[src/rtl/hdmi_vram_arbiter_if.sv]
// Bus bundle for the HDMI VRAM arbiter: display fetch, CPU local bus and VRAM port.
// slave is the arbiter's view; master is the view of the requesters and the VRAM macro.
interface hdmi_vram_arbiter_if #(
  parameter int XLEN = 32,
  parameter int AW   = 20,
  parameter int DW   = 8
);
  logic            disp_req;
  logic [AW-1:0]   disp_addr;
  logic            disp_gnt;
  logic            disp_rvalid;
  logic [DW-1:0]   disp_rdata;

  logic            cpu_sel;
  logic [XLEN-1:0] cpu_addr;
  logic [2:0]      cpu_we;
  logic [XLEN-1:0] cpu_qin;
  logic [XLEN-1:0] cpu_qout;
  logic            cpu_ready;

  logic            vram_en;
  logic            vram_we;
  logic [AW-1:0]   vram_addr;
  logic [DW-1:0]   vram_wdata;
  logic [DW-1:0]   vram_rdata;

  modport slave (
    input  disp_req, disp_addr, cpu_sel, cpu_addr, cpu_we, cpu_qin, vram_rdata,
    output disp_gnt, disp_rvalid, disp_rdata, cpu_qout, cpu_ready,
           vram_en, vram_we, vram_addr, vram_wdata
  );

  modport master (
    output disp_req, disp_addr, cpu_sel, cpu_addr, cpu_we, cpu_qin, vram_rdata,
    input  disp_gnt, disp_rvalid, disp_rdata, cpu_qout, cpu_ready,
           vram_en, vram_we, vram_addr, vram_wdata
  );
endinterface

[src/rtl/hdmi_vram_arbiter.sv]
// Single-port VRAM arbiter: display fetch has priority, a starvation counter
// forces a CPU grant after STARVE_MAX consecutive display grants.
module hdmi_vram_arbiter #(
  parameter int              XLEN       = 32,
  parameter int              AW         = 20,
  parameter int              DW         = 8,
  parameter logic [XLEN-1:0] VRAM_BASE  = 32'h0020_0000,
  parameter int              STARVE_MAX = 8
) (
  input  logic              clk,
  input  logic              rst,
  hdmi_vram_arbiter_if.slave bus
);
  localparam int CW = $clog2(STARVE_MAX + 1);

  typedef enum logic [1:0] {IDLE, WAIT, RD, DONE} state_t;
  typedef enum logic [1:0] {OWN_NONE, OWN_DISP, OWN_CPU} owner_t;

  state_t          state;
  owner_t          rd_owner;
  logic [CW-1:0]   cnt;
  logic [DW-1:0]   rdata_hold;
  logic [XLEN-1:0] qout;
  logic            ready;

  logic [XLEN-1:0] cpu_off;
  logic            in_win, cpu_wr, cpu_pend, starved, cpu_gnt, disp_gnt;

  assign cpu_off  = bus.cpu_addr - VRAM_BASE;
  assign in_win   = (cpu_off[XLEN-1:AW] == '0);
  assign cpu_wr   = |bus.cpu_we;
  assign cpu_pend = !rst && bus.cpu_sel && in_win && (state == IDLE || state == WAIT);
  assign starved  = (cnt == CW'(STARVE_MAX));
  assign cpu_gnt  = cpu_pend && (!bus.disp_req || starved);
  // Grants are masked during reset so nothing reaches the VRAM macro.
  assign disp_gnt = !rst && bus.disp_req && !cpu_gnt;

  assign bus.disp_gnt    = disp_gnt;
  assign bus.vram_en     = cpu_gnt || disp_gnt;
  assign bus.vram_we     = cpu_gnt && cpu_wr;
  assign bus.vram_addr   = cpu_gnt ? cpu_off[AW-1:0] : bus.disp_addr;
  assign bus.vram_wdata  = bus.cpu_qin[DW-1:0];
  assign bus.disp_rvalid = (rd_owner == OWN_DISP);
  assign bus.disp_rdata  = bus.disp_rvalid ? bus.vram_rdata : rdata_hold;
  assign bus.cpu_qout    = qout;
  assign bus.cpu_ready   = ready;

  always_ff @(posedge clk) begin
    if (rst) begin
      state      <= IDLE;
      rd_owner   <= OWN_NONE;
      cnt        <= '0;
      rdata_hold <= '0;
      qout       <= '0;
      ready      <= 1'b0;
    end else begin
      ready <= 1'b0;
      if (bus.disp_rvalid) rdata_hold <= bus.vram_rdata;
      rd_owner <= disp_gnt             ? OWN_DISP :
                  (cpu_gnt && !cpu_wr) ? OWN_CPU  : OWN_NONE;
      // Only count display grants that actually keep a CPU request waiting.
      if (disp_gnt && cpu_pend) cnt <= starved ? cnt : cnt + 1'b1;
      else                      cnt <= '0;

      case (state)
        IDLE, WAIT: begin
          if (cpu_gnt) begin
            state <= cpu_wr ? DONE : RD;
            ready <= cpu_wr;
            qout  <= '0;
          end else if (state == IDLE && bus.cpu_sel && !in_win) begin
            state <= DONE;
            ready <= 1'b1;
            qout  <= '0;
          end else begin
            state <= cpu_pend ? WAIT : IDLE;
          end
        end
        RD: begin
          qout  <= {{(XLEN-DW){1'b0}}, bus.vram_rdata};
          ready <= 1'b1;
          state <= DONE;
        end
        DONE:    state <= IDLE;
        default: state <= IDLE;
      endcase
    end
  end
endmodule

[src/flat_wrapper.sv]
// flat-port wrapper written by rule: the top's interface ports become plain ports
module hdmi_vram_arbiter_flat 
#(
  parameter int              XLEN       = 32,
  parameter int              AW         = 20,
  parameter int              DW         = 8,
  parameter logic [XLEN-1:0] VRAM_BASE  = 32'h0020_0000,
  parameter int              STARVE_MAX = 8
)
  (clk, rst, bus_disp_req, bus_disp_addr, bus_cpu_sel, bus_cpu_addr, bus_cpu_we, bus_cpu_qin, bus_vram_rdata, bus_disp_gnt, bus_disp_rvalid, bus_disp_rdata, bus_cpu_qout, bus_cpu_ready, bus_vram_en, bus_vram_we, bus_vram_addr, bus_vram_wdata);
  hdmi_vram_arbiter_if #(.XLEN(XLEN), .AW(AW), .DW(DW)) bus_i ();
  input  logic clk;
  input  logic rst;
  input wire logic [$bits(bus_i.disp_req)-1:0] bus_disp_req;
  input wire logic [$bits(bus_i.disp_addr)-1:0] bus_disp_addr;
  input wire logic [$bits(bus_i.cpu_sel)-1:0] bus_cpu_sel;
  input wire logic [$bits(bus_i.cpu_addr)-1:0] bus_cpu_addr;
  input wire logic [$bits(bus_i.cpu_we)-1:0] bus_cpu_we;
  input wire logic [$bits(bus_i.cpu_qin)-1:0] bus_cpu_qin;
  input wire logic [$bits(bus_i.vram_rdata)-1:0] bus_vram_rdata;
  output wire logic [$bits(bus_i.disp_gnt)-1:0] bus_disp_gnt;
  output wire logic [$bits(bus_i.disp_rvalid)-1:0] bus_disp_rvalid;
  output wire logic [$bits(bus_i.disp_rdata)-1:0] bus_disp_rdata;
  output wire logic [$bits(bus_i.cpu_qout)-1:0] bus_cpu_qout;
  output wire logic [$bits(bus_i.cpu_ready)-1:0] bus_cpu_ready;
  output wire logic [$bits(bus_i.vram_en)-1:0] bus_vram_en;
  output wire logic [$bits(bus_i.vram_we)-1:0] bus_vram_we;
  output wire logic [$bits(bus_i.vram_addr)-1:0] bus_vram_addr;
  output wire logic [$bits(bus_i.vram_wdata)-1:0] bus_vram_wdata;
  assign bus_i.disp_req = bus_disp_req;
  assign bus_i.disp_addr = bus_disp_addr;
  assign bus_i.cpu_sel = bus_cpu_sel;
  assign bus_i.cpu_addr = bus_cpu_addr;
  assign bus_i.cpu_we = bus_cpu_we;
  assign bus_i.cpu_qin = bus_cpu_qin;
  assign bus_i.vram_rdata = bus_vram_rdata;
  assign bus_disp_gnt = bus_i.disp_gnt;
  assign bus_disp_rvalid = bus_i.disp_rvalid;
  assign bus_disp_rdata = bus_i.disp_rdata;
  assign bus_cpu_qout = bus_i.cpu_qout;
  assign bus_cpu_ready = bus_i.cpu_ready;
  assign bus_vram_en = bus_i.vram_en;
  assign bus_vram_we = bus_i.vram_we;
  assign bus_vram_addr = bus_i.vram_addr;
  assign bus_vram_wdata = bus_i.vram_wdata;
  hdmi_vram_arbiter #(.XLEN(XLEN), .AW(AW), .DW(DW), .VRAM_BASE(VRAM_BASE), .STARVE_MAX(STARVE_MAX)) u_core (.clk(clk), .rst(rst), .bus(bus_i));
endmodule
[config.mk]
export PLATFORM = sky130hd
export DESIGN_NAME = hdmi_vram_arbiter_flat
export DESIGN_NICKNAME = d
export VERILOG_FILES = /design/src/rtl/hdmi_vram_arbiter_if.sv /design/src/rtl/hdmi_vram_arbiter.sv /design/src/flat_wrapper.sv
export SDC_FILE = /design/constraint.sdc
export NUM_CORES = 1
export LEC_CHECK = 0
export BUFFER_PORTS_ARGS = -buffer_cell sky130_fd_sc_hd__buf_2
export CORE_MARGIN = 2
export CORE_UTILIZATION = 36
export DETAILED_ROUTE_END_ITERATION = 7
export PLACE_DENSITY = 0.85
export SLEW_MARGIN = 10
export SYNTH_ARGS = -nofsm -noshare
export SYNTH_HDL_FRONTEND = slang
export SYNTH_SLANG_ARGS = --single-unit
[constraint.sdc]
create_clock -name clk -period 2.85 [get_ports clk]
set_input_delay 0.4275 -clock clk [delete_from_list [all_inputs] [get_ports clk]]
set_output_delay 0.4275 -clock clk [all_outputs]
set_load 0.1 [all_outputs]
* Word level (Yosys, flattened, before mapping)
Index checks and enable logic that the tools add are counted.
Storage, ports and cells: register bits 49, output and inout bits 73, logic and storage cells 58
Cells by class: $add $sub $neg 2, equality and inequality tests 6, multiplexer cells 15, bitwise operators 1, reductions and logical operators 27
Operators with widths (count):
- $mux 32 | 2
- $pmux 32 s2 | 1
- $sub 32x22->32 const B | 1
- $mux 20 | 1
- $logic_not 12->1 | 1
- $logic_and 1x1->1 | 11
- $mux 8 | 1
- $mux 2 | 3
- $pmux 2 s3 | 1
- $reduce_or 2->1 | 3
- $logic_not 1->1 | 5
- $mux 1 | 5
- $add 4x1->4 const B | 1
- $eq 2x1->1 const B | 2
- $eq 2x2->1 const B | 2
- $eq 4x4->1 const B | 1
- $logic_or 1x1->1 | 3
- $ne 3x1->1 const B | 1
- $reduce_or 3->1 | 1
- $logic_not 2->1 | 1
- $pmux 1 s2 | 1
- $reduce_and 2->1 | 1
- $reduce_bool 2->1 | 1
- $not 1->1 | 1

* Depth between registers and ports, before layout
depth in word-level cells 10, gate-level depth with buffers 7

* Worst setup path before layout
No wires, ideal clock.
path kind input port to output port, start point in bus_cpu_addr[21], end point out bus_vram_we, data arrival time 2.693 ns, required time 2.423 ns, path slack -0.271 ns, stages 7, path through inv_1 -> ha_1 -> nor4b_1 -> and4b_1 -> buf_2 -> nand4_1 -> nor2_1
On the way: longest elaborated chain between the ends 6
Ends and longest elaborated chain:
- start, declared | RTL line flat_wrapper.sv:17 | input wire logic [$bits(bus_i.cpu_addr)-1:0] bus_cpu_addr;
- $sub 32x22->32 | RTL line hdmi_vram_arbiter.sv:29 | assign cpu_off = bus.cpu_addr - VRAM_BASE;
- $logic_not 12->1 | RTL line hdmi_vram_arbiter.sv:30 | assign in_win = (cpu_off[XLEN-1:AW] == '0);
- $logic_and 1x1->1 (2 in a row) | RTL line hdmi_vram_arbiter.sv:32 | assign cpu_pend = !rst && bus.cpu_sel && in_win && (state == IDLE || state == WAIT);
- $logic_and 1x1->1 | RTL line hdmi_vram_arbiter.sv:34 | assign cpu_gnt = cpu_pend && (!bus.disp_req || starved);
- $logic_and 1x1->1 | RTL line hdmi_vram_arbiter.sv:40 | assign bus.vram_we = cpu_gnt && cpu_wr;
- end, declared | RTL line flat_wrapper.sv:27 | output wire logic [$bits(bus_i.vram_we)-1:0] bus_vram_we;
No other way between the ends.

* Final worst setup path
start point reg u_core.cnt[0], end point out bus_vram_addr[0]
On the way: longest elaborated chain between the ends 4
Ends and longest elaborated chain:
- start, declared | RTL line hdmi_vram_arbiter.sv:21 | logic [CW-1:0] cnt;
- start signal, assigned | RTL line hdmi_vram_arbiter.sv:62 | if (disp_gnt && cpu_pend) cnt <= starved ? cnt : cnt + 1'b1;
- $eq 4x4->1 | RTL line hdmi_vram_arbiter.sv:33 | assign starved = (cnt == CW'(STARVE_MAX));
- $logic_or 1x1->1 | RTL line hdmi_vram_arbiter.sv:34
- $logic_and 1x1->1 | RTL line hdmi_vram_arbiter.sv:34
- $mux 20 | RTL line hdmi_vram_arbiter.sv:41 | assign bus.vram_addr = cpu_gnt ? cpu_off[AW-1:0] : bus.disp_addr;
- end, declared | RTL line flat_wrapper.sv:28 | output wire logic [$bits(bus_i.vram_addr)-1:0] bus_vram_addr;
No other way between the ends.

==> flow_summary.json <==
{
  "drv_cap": 0,
  "clkPwrFrac": 0.186,
  "synthTopCellsByCount": "32 x buf_4, 25 x dfxtp_1, 19 x nand2_1, 18 x mux2_4, 11 x nor2_1",
  "rr_worst_depth": 9,
  "initialDrtViolationCount": 31,
  "track_usage": 0.155,
  "worstPathRequired_ns": 2.42,
  "power.leakage_nw": 1.30,
  "yosys_warnings": 0,
  "synth_most_common_cell": "buf_4",
  "ctsHtreeMaxLevel": 1,
  "cts_max_path_buffers": 2,
  "wirelength_um": 5220,
  "yosysSeqAreaShare": 0.287,
  "drc": 0,
  "viasPerCell": 4.91,
  "wl_per_cell_um": 15.3,
  "cts_tree": "yes",
  "hold_class": "input port to flop",
  "critPathKind": "flop to primary output",
  "core-area_um2": 4690,
  "reg2reg_slack_ns": 0.99,
  "synth_top_family_by_area": "multiplexers",
  "yosys.area_share.simple": 0.197,
  "dieArea_um2": 5410,
  "r2r_end": "u_core.rd_owner[0]$_SDFF_PP0_",
  "seq_area_um2": 503,
  "layout-drive-gt1-share": 0.573,
  "drv_slew": 0,
  "vias": 1680,
  "hold_violations": 0,
  "worst_pin_slew_ns": 0.780,
  "worst_slack_ns": 0.0439,
  "multi_input_area_um2": 1050,
  "finalSetupViolCount": 0,
  "min_delay_worst_endpoint": "u_core.bus.cpu_qout[6]$_SDFFE_PP0P_",
  "fin_skew_ns": 0.00784,
  "firstDrtPassIters": 4,
  "synth_compound_area_frac": 0.0920,
  "port_buffers": 107,
  "n_antenna_cell": 0,
  "cts_buffers": 3,
  "grt-ovfl-total": 0,
  "antenna_found_initial": 0,
  "endpoint_kind": "primary output",
  "root_buffer": "clkbuf_8",
  "synth_top_area_frac": 0.287,
  "pwr-share-seq": 0.311,
  "synthArstFlopShare": 0,
  "synth_cells": 180,
  "top_level_ports": 172,
  "syn2layout_area_growth_pct": 50.7,
  "ys_ff_latch": 25,
  "die_w_um": 73.6,
  "grt_first_pass_wirelength_um": 6560,
  "critPathLaunchType": "flop",
  "grt_start_max_net_pins": 23,
  "cp.arrival_ns": 2.38,
  "clock-sinks": 25,
  "synth_adder_area_share": 0.0216,
  "hold_slack_ns": 0.358,
  "die_h_um": 73.6,
  "whs_path_depth": 3,
  "synthXorXnorAreaFrac": 0.00503,
  "worstHoldStart": "bus_vram_rdata[6]",
  "fin_crit_sh": 0.985,
  "avgSynthCellArea_um2": 9.68,
  "intPower_mw": 0.608,
  "dp_slack_ns": 0.123,
  "synth-edff-count": 0,
  "switching_power_mw": 0.583,
  "synth_largest_area_cell": "dfxtp_1",
  "cellPowerDensity_nw_per_um2": 454,
  "relSlewSlack": 0.477,
  "fin_nets": 391,
  "pwr-share-comb": 0.503,
  "r2r_start": "u_core.cnt[0]$_SDFFE_PP0N_",
  "fmax_ghz": 0.356,
  "yosysUniqueCellTypes": 39,
  "rows": 25,
  "path_max_fanout": 11,
  "status": "finished clean",
  "synth.area.top_cells": "dfxtp_1 29%, mux2_4 16%, buf_4 14%",
  "fin_crit_ns": 2.81,
  "dp_hpwl_um": 3770,
  "synth_area_um2": 1740,
  "ys.flop_type": "dfxtp_1",
  "hold_buffers": 0,
  "clkLatencyLatePin_ns": 0.27,
  "sw_frac_of_total": 0.490,
  "ant_nets": 0,
  "peakVddDrop_mv": 0.257,
  "cts.clk_slew.worst_paths_ns": 0.10,
  "grt_pass1_vias": 1497,
  "synthMuxAreaShare": 0.220,
  "place_congestion": 0.783,
  "fillCellCount": 395,
  "start_util": 0.371
}
metal layers:
layer | vias up | track usage | routed length, um
met5 | - | 0 | 0
met3 | 8 | 0.0261 | 424
li1 | 779 | - | -
met2 | 96 | 0.308 | 2940
met1 | 797 | 0.155 | 1790
met4 | 0 | 0.0667 | 74
kinds of logic after synthesis:
logic type / Yosys count
adder cells (fa/ha/maj): 3
AO/OA/AOI/OAI: 19
AND/OR/NAND/NOR: 58
XOR/XNOR: 1
flip-flops: 25
buffers and inverters: 45
other: 1
multiplexers: 28
state kept, by name, summed over array words and instances, names as in the netlist:
| register | cells |
|---|---|
| u_core.cnt | 4 |
| u_core.rdata_hold | 8 |
| u_core.state | 2 |
| u_core.bus.cpu_qout | 8 |
| u_core.rd_owner | 2 |
| u_core.bus.cpu_ready | 1 |
area by class of cell:
cell class | count | share of cell area
clock buffers | 3 | 0.0157
clock inverters | 1 | 0.00334
inverters | 7 | 0.0100
multi-input cells | 133 | 0.400
flip-flops and latches | 25 | 0.192
well taps | 54 | 0.0257
repair buffers | 119 | 0.354
how the worst max path moves through the flow:
stage / cells after the start / slack, ns / startpoint / end
2_1_floorplan: 7 / 0.17 / bus_cpu_addr[21] / bus_vram_we
3_3_place_gp: 9 / 0.18 / bus_cpu_addr[21] / bus_vram_addr[19]
3_5_place_dp: 9 / 0.12 / bus_cpu_addr[21] / bus_vram_addr[19]
4_1_cts: 8 / 0.03 / u_core.cnt[0]$_SDFFE_PP0N_ / bus_vram_addr[19]
5_1_grt: 9 / -0.03 / u_core.cnt[1]$_SDFFE_PP0N_ / bus_vram_addr[2]
6_report: 9 / 0.04 / u_core.cnt[0]$_SDFFE_PP0N_ / bus_vram_addr[0]
per-stage QoR:
step,utilization,instance area [um^2],total power [mW],setup TNS (ns),cells
after floorplan,-,1830,0.905,0,203
after global placement,0.502,2360,0.943,0,331
after detailed placement,0.502,2360,0.949,0,331
after CTS,0.513,2410,1.17,0,335
final,0.559,2630,1.19,0,342
after global routing,0.559,2630,1.24,-0.344,342
worst max-delay path, cell delays in order (launching register included):
cell and delay [ns]:
dfxtp_2 0.35, inv_2 0.07, ha_4 0.14, nand3b_4 0.09, a21bo_4 0.24, nor4_4 0.38
buf_4 0.19, buf_12 0.14, mux2_4 0.33, buf_12 0.17
power by group through the flow:
| stage | registers, mW | clock network, mW | logic [mW] |
|---|---|---|---|
| after global placement | 0.378 | 0 | 0.565 |
| final | 0.370 | 0.222 | 0.599 |
| after detailed placement | 0.379 | 0 | 0.570 |
| after global routing | 0.372 | 0.246 | 0.617 |
| after floorplan | 0.422 | 0 | 0.483 |
| after CTS | 0.370 | 0.229 | 0.571 |
cells in the final DEF, fill, tap and decap left out, types with 2 or more instances in the layout:
| master | n |
|---|---|
| and2_1 | 8 |
| and3_1 | 2 |
| buf_12 | 14 |
| buf_2 | 84 |
| buf_4 | 10 |
| buf_6 | 4 |
| buf_8 | 5 |
| clkbuf_8 | 3 |
| conb_1 | 24 |
| dfxtp_1 | 23 |
| dfxtp_2 | 2 |
| ha_1 | 2 |
| inv_1 | 5 |
| inv_2 | 2 |
| mux2_2 | 9 |
| mux2_4 | 19 |
| nand2_1 | 19 |
| nand4_1 | 4 |
| nor2_1 | 9 |
| nor2_2 | 2 |
| nor2b_1 | 3 |
| nor4b_1 | 2 |
| o31ai_1 | 8 |
what timing repair did:
action | CTS | global route
endpoints found under the setup margin | 0 | 13
buffers inserted | 0 | 6
endpoints found under the hold margin | 0 | 0
gates resized for setup | 0 | 57
Note: power is estimated with default switching activity, not from simulation.
